## config.mk

```make
export PLATFORM = sky130hd
export DESIGN_NAME = add64_serial_ctrl
export DESIGN_NICKNAME = d
export VERILOG_FILES = /design/src/rtl/add_pkg.sv /design/src/rtl/cla2_slice.sv /design/src/rtl/add64_serial_ctrl.sv
export SDC_FILE = /design/constraint.sdc
export NUM_CORES = 1
export LEC_CHECK = 0
export BUFFER_PORTS_ARGS = -buffer_cell sky130_fd_sc_hd__buf_2
export CAP_MARGIN = 10
export CORE_MARGIN = 5
export CORE_UTILIZATION = 50
export CTS_CLUSTER_SIZE = 25
export DETAILED_ROUTE_END_ITERATION = 7
export GPL_TIMING_DRIVEN = 0
export HOLD_SLACK_MARGIN = 0.03
export PLACE_DENSITY = 0.75
export REMOVE_ABC_BUFFERS = 1
export SLEW_MARGIN = 10
export SYNTH_ARGS = -nofsm -noshare
export SYNTH_HDL_FRONTEND = slang
export SYNTH_SLANG_ARGS = --single-unit
```

## constraint.sdc

```tcl
create_clock -name clk -period 2.3 [get_ports clk]
set_input_delay 0.345 -clock clk [delete_from_list [all_inputs] [get_ports clk]]
set_output_delay 0.345 -clock clk [all_outputs]
set_load 0.02 [all_outputs]
```

## src/rtl/add_pkg.sv

```systemverilog
`default_nettype none
// +------------------------------------------------------------------+
// | add_pkg : shared types and step derivation for the serial adder  |
// | rev 1.0                                                          |
// +------------------------------------------------------------------+
package add_pkg;

   localparam int SLICE_W = 2;

   typedef enum logic [1:0] {
      IDLE = 2'd0,
      RUN  = 2'd1,
      DONE = 2'd2
   } add_state_t;

   function automatic int add_steps(input int width);
      return width / SLICE_W;
   endfunction

   // A single-step configuration still needs a 1-bit counter.
   function automatic int add_step_w(input int width);
      int s;
      s = add_steps(width);
      return (s > 1) ? $clog2(s) : 1;
   endfunction

endpackage
`default_nettype wire

```

## src/rtl/cla2_slice.sv

```systemverilog
`default_nettype none
// +------------------------------------------------------------------+
// | cla2_slice : 2-bit carry-lookahead adder slice (combinational)   |
// | rev 1.0                                                          |
// +------------------------------------------------------------------+
module cla2_slice (
   input  logic [1:0] a,
   input  logic [1:0] b,
   input  logic       ci,
   output logic [1:0] s,
   output logic       co
);

   logic [1:0] w_g;
   logic [1:0] w_p;
   logic       w_c1;

   assign w_g  = a & b;
   assign w_p  = a ^ b;
   assign w_c1 = w_g[0] | (w_p[0] & ci);
   assign co   = w_g[1] | (w_p[1] & w_g[0]) | (w_p[1] & w_p[0] & ci);
   assign s    = {w_p[1] ^ w_c1, w_p[0] ^ ci};

endmodule
`default_nettype wire

```

## src/rtl/add64_serial_ctrl.sv

```systemverilog
`default_nettype none
// +------------------------------------------------------------------+
// | add64_serial_ctrl : sequenced adder reusing one 2-bit CLA slice  |
// | rev 1.0                                                          |
// +------------------------------------------------------------------+
module add64_serial_ctrl
   import add_pkg::*;
#(
   parameter int WIDTH = 64
) (
   input  logic             clk,
   input  logic             rst_n,
   input  logic             start_valid,
   output logic             start_ready,
   input  logic [WIDTH-1:0] a,
   input  logic [WIDTH-1:0] b,
   input  logic             cin,
   output logic             done_valid,
   input  logic             done_ready,
   output logic [WIDTH-1:0] sum,
   output logic             cout,
   output logic             ovf,
   output logic             busy
);

   localparam int STEPS  = add_steps(WIDTH);
   localparam int STEP_W = add_step_w(WIDTH);
   localparam logic [STEP_W-1:0] C_LAST_STEP = STEP_W'(STEPS - 1);

   add_state_t        r_state;
   add_state_t        w_state_nxt;
   logic              w_accept;

   logic [STEP_W-1:0] r_step;
   logic              r_carry;
   logic [WIDTH-1:0]  r_sh_a;
   logic [WIDTH-1:0]  r_sh_b;
   logic [WIDTH-1:0]  r_sum;
   logic              r_sa;
   logic              r_sb;
   logic              r_start_ready;
   logic              r_done_valid;
   logic              r_busy;

   logic [1:0]        w_s;
   logic              w_co;

   cla2_slice u_slice (
      .a  (r_sh_a[1:0]),
      .b  (r_sh_b[1:0]),
      .ci (r_carry),
      .s  (w_s),
      .co (w_co)
   );

   always_ff @(posedge clk or negedge rst_n) begin
      if (!rst_n) begin
         r_state <= IDLE;
      end else begin
         r_state <= w_state_nxt;
      end
   end

   always_comb begin
      w_state_nxt = r_state;
      w_accept    = 1'b0;
      case (r_state)
         IDLE: begin
            if (start_valid && r_start_ready) begin
               w_accept    = 1'b1;
               w_state_nxt = RUN;
            end
         end
         RUN: begin
            if (r_step == C_LAST_STEP) begin
               w_state_nxt = DONE;
            end
         end
         DONE: begin
            if (r_done_valid && done_ready) begin
               w_state_nxt = IDLE;
            end
         end
         default: w_state_nxt = IDLE;
      endcase
   end

   // Handshake flags follow the next state so they are pure register outputs.
   always_ff @(posedge clk or negedge rst_n) begin
      if (!rst_n) begin
         r_start_ready <= 1'b0;
         r_done_valid  <= 1'b0;
         r_busy        <= 1'b0;
      end else begin
         r_start_ready <= (w_state_nxt == IDLE);
         r_done_valid  <= (w_state_nxt == DONE);
         r_busy        <= (w_state_nxt != IDLE);
      end
   end

   always_ff @(posedge clk or negedge rst_n) begin
      if (!rst_n) begin
         r_step  <= '0;
         r_carry <= 1'b0;
         r_sh_a  <= '0;
         r_sh_b  <= '0;
         r_sum   <= '0;
         r_sa    <= 1'b0;
         r_sb    <= 1'b0;
      end else if (w_accept) begin
         r_step  <= '0;
         r_carry <= cin;
         r_sh_a  <= a;
         r_sh_b  <= b;
         r_sa    <= a[WIDTH-1];
         r_sb    <= b[WIDTH-1];
      end else if (r_state == RUN) begin
         r_sh_a  <= r_sh_a >> SLICE_W;
         r_sh_b  <= r_sh_b >> SLICE_W;
         r_sum   <= {w_s, r_sum[WIDTH-1:SLICE_W]};
         r_carry <= w_co;
         // Counter parks on the last step instead of wrapping.
         if (r_step != C_LAST_STEP) begin
            r_step <= r_step + 1'b1;
         end
      end
   end

   assign start_ready = r_start_ready;
   assign done_valid  = r_done_valid;
   assign busy        = r_busy;
   assign sum         = r_sum;
   assign cout        = r_carry;
   assign ovf         = (r_sa == r_sb) && (r_sum[WIDTH-1] != r_sa);

endmodule
`default_nettype wire

```

==> impl_metrics.toml, run 1 <==
[global_routing]
antenna_found_initial = 3
grt_overflow = 0
grt_max_degree = 104
grt_pass1_vias = 6766
grt_usage_pct = 19.91
grt_pass1_wl_mm = 33.67

[cts]
clock_sinks = 205
clock_path_buffers = 3
cts_tree = "yes"
clockRootBuffer = "clkbuf_16"
cts_buffers = 22
clkTransAtPathRegs_ns = 0.06
cts_max_level = 1
clock_latency_ns = 0.49

[synth]
async_flop_share_pct = 100.0
synthFlopType = "dfrtp_1"
netlist_instances = 892
synth_area_leader_cell = "dfrtp_1"
yosysTopAreaCellShare_pct = 59.28
synth_compound_area_share_pct = 10.84
synth_top_family_by_area = "simple AND/OR/NAND/NOR gates"
ys_ff_latch = 205
syn_area_per_cell_um2 = 9.701
synth_area_leaders = "dfrtp_1, nand2_1, a22oi_1"
synthMuxAreaShare_pct = 3.832
synth_xor_area_share_pct = 0.2024
yosys.area_share.simple_pct = 20.94
yosysSeqAreaShare_pct = 59.28
synthAdderAreaFrac_pct = 0.8097
synth-edff-count = 0
netlist-cell-type-count = 31
netlist_area_um2 = 8653
yosysWarnings = 0

[detailed_routing]
vias = 6921
drt-initial-drc-count = 516
routed_wl_mm = 20.39
vias_per_cell = 5.316
drc = 0
drtPass1Iterations = 5
ant_nets = 0
wl_per_cell_um = 15.66

[finish]
final_nets = 1201
drive_gt1_share_pct = 23.12
nFillCells = 1414
finish.instance_area_um2 = 10620
stdcell_count = 1302
antenna_cells = 0
area_delta_synth_final_pct = 22.67

[hold_path]
hold_end = "r_sh_a[62]"
hp-class = "primary input to flop"
hp-start = "a[62]"
whs_path_depth = 3

[pwr]
irDropWorstVdd_v = 0.001170
power_leakage_uw = 0.005643
p_per_area_nw_per_um2 = 1296

[sta]
fmax_mhz = 468.9
setup_tns_ns = 0
fin_crit_ns = 2.132
setup_viol = 0
finalCritPeriodShare_pct = 92.72
slew_headroom_pct = 47.73
worst_pin_slew_ns = 0.7841
fin_worst_skew_ns = 0.01443
hold_violations = 0
drv_slew = 0
rsz0062_at_grt = "no"

[place]
hpwlAfterDp_mm = 13.19
place_area_um2 = 9905
dp_cells = 1260
gp_congestion = 0.7613
port_buffers = 201

[critical_path]
setup.worst_path.start_class = "flop"
crit_path_end_kind = "flop"
cp.required_ns = 2.68
arrival_ns = 2.51
crit_type = "flop to flop"
rrSetupSlack_ns = 0.17
r2r_end = "r_step[0]"
reg2reg_depth = 4
cp_max_fo = 50
r2r-start = "r_state[0]"

[die]
dieArea_um2 = 20040
die_w_um = 141.6
start_util_pct = 50.56
coreArea_um2 = 17120
io_pins = 202
std_cell_rows = 48
dieHeight_um = 141.6

[outcome]
status = "completed"

[run]
cap_violations = 0
==> sequential cells by signal, summed over array words and instances (netlist names) <==
signal and flops:
busy 1, cout 1, done_valid 1, r_sa 1
r_sb 1, r_sh_a 64, r_sh_b 64, r_state 2
r_step 5, start_ready 1, sum 64
==> through the flow <==
stage | hold slack [ns] | setup slack (ns) | utilization [%] | total power, µW
3_5_place_dp | 0.4396 | -0.08181 | 57.87 | 10510
3_3_place_gp | 0.4564 | -7.470 | 56.10 | 10060
5_1_grt | 0.04357 | 0.02468 | 62.02 | 14700
4_1_cts | 0.03007 | 0.002405 | 61.97 | 13890
6_report | 0.04918 | 0.1675 | 62.02 | 13750
2_1_floorplan | 0.04941 | -4.060 | - | 8809
==> power breakdown <==
| part | leakage, µW | total (µW) | internal [µW] | switching (µW) |
|---|---|---|---|---|
| Sequential | 0.00269 | 5800 | 4950 | 847 |
| Combinational | 0.00262 | 4660 | 1800 | 2870 |
| Clock | 0.000331 | 3290 | 1960 | 1330 |
| Total | 0.00564 | 13800 | 8710 | 5040 |
==> cells in the mapped netlist, types with 3 or more instances <==
cell type	count
clkbuf_1	11
ha_1	4
a21oi_1	3
a22oi_1	90
inv_1	4
a22o_1	4
mux2i_1	32
nand2_1	325
o21ai_0	33
a221o_1	3
nand3_1	96
dfrtp_1	205
nor2_1	4
buf_4	3
buf_2	55
==> worst max-delay path, stage by stage (launching register included) <==
cell      delay (ns)
dfrtp_1         0.51
and4bb_4        0.80
buf_12          0.29
nor2_2          0.11
mux2_2          0.29
==> logic make-up (layout without fill, tap and decap cells) <==
family,Yosys count,count (layout)
fa+ha+maj,5,5
compound gates,136,136
flops,205,205
mux,33,33
simple gates,438,439
buf+inv,73,257
xor+xnor,2,2
==> layout make-up <==
| type | instances | area [µm²] | share of cell area [%] |
|---|---|---|---|
| flip-flops and latches | 205 | 5130 | 48.33 |
| multi-input cells | 615 | 3213 | 30.27 |
| repair buffers | 215 | 1301 | 12.26 |
| clock buffers | 36 | 664.4 | 6.259 |
| well taps | 225 | 281.5 | 2.652 |
| inverters | 4 | 15.01 | 0.1414 |
| clock inverters | 2 | 10.01 | 0.09429 |
==> cell usage in the layout, fill, tap and decap left out, drive strengths merged <==
cell and n:
inv 4, clkinv 2, nand3 96, nor2b 3, nand2 325, dlygate4sd3 2, dfrtp 205, buf 213
nor3b 1, and4bb 1, nor3 2, a22o 4, nand4bb 1, nor4bb 1, and3 1, nand2b 2
mux2 1, nor2 5, fa 1, a221o 3, mux2i 32, o21ai 35, a21oi 3, a22oi 90
clkbuf 36, ha 4, xnor2 1, o31ai 1, xor2 1, or4 1
==> what timing repair did <==
item / 4_1_cts / 5_1_grt
setup buffers: 0 / 1
cloned: 1 / 0
hold buffers: 2 / 0
endpoints found under the setup margin: 3 / 3
endpoints found under the hold margin: 103 / 0
resized for setup: 0 / 0
==> worst max path at each step <==
stage,endpoint,cells past startpoint,startpoint,slack (ns)
2_1_floorplan,busy,3,r_state[1],-4.06
3_3_place_gp,r_sh_a[6],3,r_state[1],-7.47
3_5_place_dp,cout,6,r_state[0],-0.08
4_1_cts,cout,6,r_state[0],0.002
5_1_grt,r_step[0],4,r_state[0],0.02
6_report,r_step[0],4,r_state[0],0.17
==> routing by layer <==
metal	up-vias	track usage (%)	share of wire, %
li1	3373	-	-
met1	3283	28.00	44
met2	227	31.00	45
met3	32	5.999	9.1
met4	6	4.040	1.6
met5	-	0	0.14
No activity file was read; power rests on OpenSTA's default activity.
==> run 2: changes to the inputs <==
CORE_ASPECT_RATIO = 0.9   (was unset)
MAX_ROUTING_LAYER = met4   (was unset)
==> impl_metrics.toml, run 2 (synthesized netlist as in run 1, its figures left out) <==
[global_routing]
grt_usage_pct = 21.22
grt_pass1_wl_mm = 34.62
antenna_found_initial = 6
grt_overflow = 0
grt_pass1_vias = 6955
grt_max_degree = 108

[detailed_routing]
vias = 7074
drt-initial-drc-count = 434
routed_wl_mm = 20.94
ant_nets = 0
drtPass1Iterations = 5
drc = 0
wl_per_cell_um = 15.86
vias_per_cell = 5.359

[finish]
mostFrequentLayoutCells = "nand2_1, dfrtp_1, buf_2"
drive_gt1_share_pct = 24.10
area_delta_synth_final_pct = 25.32
layout_commonest_cell = "nand2_1"
final_nets = 1202
final_util_pct = 63.99

[critical_path]
cp_max_fo = 76
setup.worst_path.start_class = "flop"
reg2reg_depth = 5
path_buf_inv = 2
cp.required_ns = 2.73
timing.critical_path.cells = "and4bb_4 > buf_12 > buf_16 > a22oi_1 > nand2_1"
arrival_ns = 2.60
cpMaxStageDelayCell = "and4bb_4"
crit_family = "simple AND/OR/NAND/NOR gates"
cpPeakStageDelay_ns = 0.78
crit_type = "flop to flop"
crit_path_end_kind = "flop"
cp_num_cells = 5

[cts]
post_cts_buffers = 0
clkTransAtPathRegs_ns = 0.06
cts_max_level = 1
cts_tree = "yes"
cts_buffers = 22
clock_sinks = 205
clock_latency_ns = 0.49
clock_path_buffers = 3
clockRootBuffer = "clkbuf_16"

[sta]
finalCritPeriodShare_pct = 94.59
slew_headroom_pct = 50.06
drv_slew = 0
worst_pin_slew_ns = 0.7490
fin_crit_ns = 2.176
fmax_mhz = 459.6
fin_worst_skew_ns = 0.01037
rsz0062_at_grt = "no"
hold_violations = 0
setup_viol = 0

[place]
gp_congestion = 0.7614
port_buffers = 201
hpwlAfterDp_mm = 13.89

[pwr]
clockPowerShare_pct = 26.8
p_int_uw = 9267
seqPwrFrac_pct = 40.2
power.switching_uw = 5170
irDropWorstVdd_v = 0.0004804
p_per_area_nw_per_um2 = 1331
total_power_uw = 14440
p_sw_share_pct = 35.81
comb_power_share_pct = 33.0
power_leakage_uw = 0.005745

[die]
io_pins = 202
std_cell_rows = 45
die_w_um = 148.7
start_util_pct = 51.06
coreArea_um2 = 16950
dieArea_um2 = 20040
dieHeight_um = 134.8

[hold_path]
hp-class = "primary input to flop"
whs_path_depth = 3

[run]
cap_violations = 0

[outcome]
status = "completed"
run 2: cell types whose count changed in the layout (fill, tap and decap cells not counted), sizes merged:
cell / delta
dlygate4sd3: +1
clkinvlp: +1
clkinv: +3
diode: +6
nor2b: -1
clkbuf: -7
buf: +1
bufinv: +4
run 2: layer usage:
layer,up-vias,track usage [%],part of all wire (%)
met5,-,-,0
met4,0,3.899,1.6
met3,30,5.336,8.4
met1,3418,29.66,44
met2,245,32.11,46
li1,3381,-,-
run 2: final cells by class:
class	instances	area (µm²)
fill	1390	6103
sequential	205	5130
multi-input combinational	614	3209
timing repair buffer	217	1366
clock buffer	29	658.1
tap	235	294.0
clock inverter	10	156.4
inverter	4	15.01
antenna	6	15.01
run 2: stage by stage:
step / setup TNS (ns) / setup WS (ns) / instance area (µm²) / hold slack, ns / cells
3_3_place_gp: -1814.54 / -7.611 / 9614 / 0.4539 / 1259
2_1_floorplan: -721.60 / -4.060 / 8314 / 0.04941 / 823
3_5_place_dp: 0 / 0.1440 / 9980 / 0.4210 / 1272
6_report: 0 / 0.1244 / 10840 / 0.04939 / 1320
4_1_cts: 0 / 0.1080 / 10820 / 0.03434 / 1314
5_1_grt: 0 / 0.01649 / 10840 / 0.04346 / 1320
run 2: power groups by stage:
stage,Sequential (µW),Clock [µW],Combinational (µW)
3_5_place_dp,5840,0,4790
6_report,5800,3870,4760
5_1_grt,5970,4120,5310
3_3_place_gp,6050,0,4010
2_1_floorplan,6440,0,2370
4_1_cts,5800,3950,4810
run 2: what timing repair did:
item,in CTS,in global routing
hold endpoints to repair,100,0
hold buffers,3,0
endpoints found under the setup margin,0,1
resized for setup,0,1
run 2: path summary, 6_finish.rpt:
kind	endpoint	slack, ns	from
min	r_sh_a[28]	0.05	a[28]
min reg2reg	sum[1]	0.48	sum[1]
max reg2reg	r_sh_b[49]	0.12	r_state[0]
max in group asynchronous	sum[63]	0.88	rst_n
min in group asynchronous	sum[37]	0.47	rst_n
max	r_sh_b[49]	0.12	r_state[0]
run 2: worst reg2reg max path: stages (launching register included):
cell and delay (ns):
dfrtp_1 0.47, and4bb_4 0.79, buf_12 0.30, buf_16 0.30
a22oi_1 0.16, nand2_1 0.11
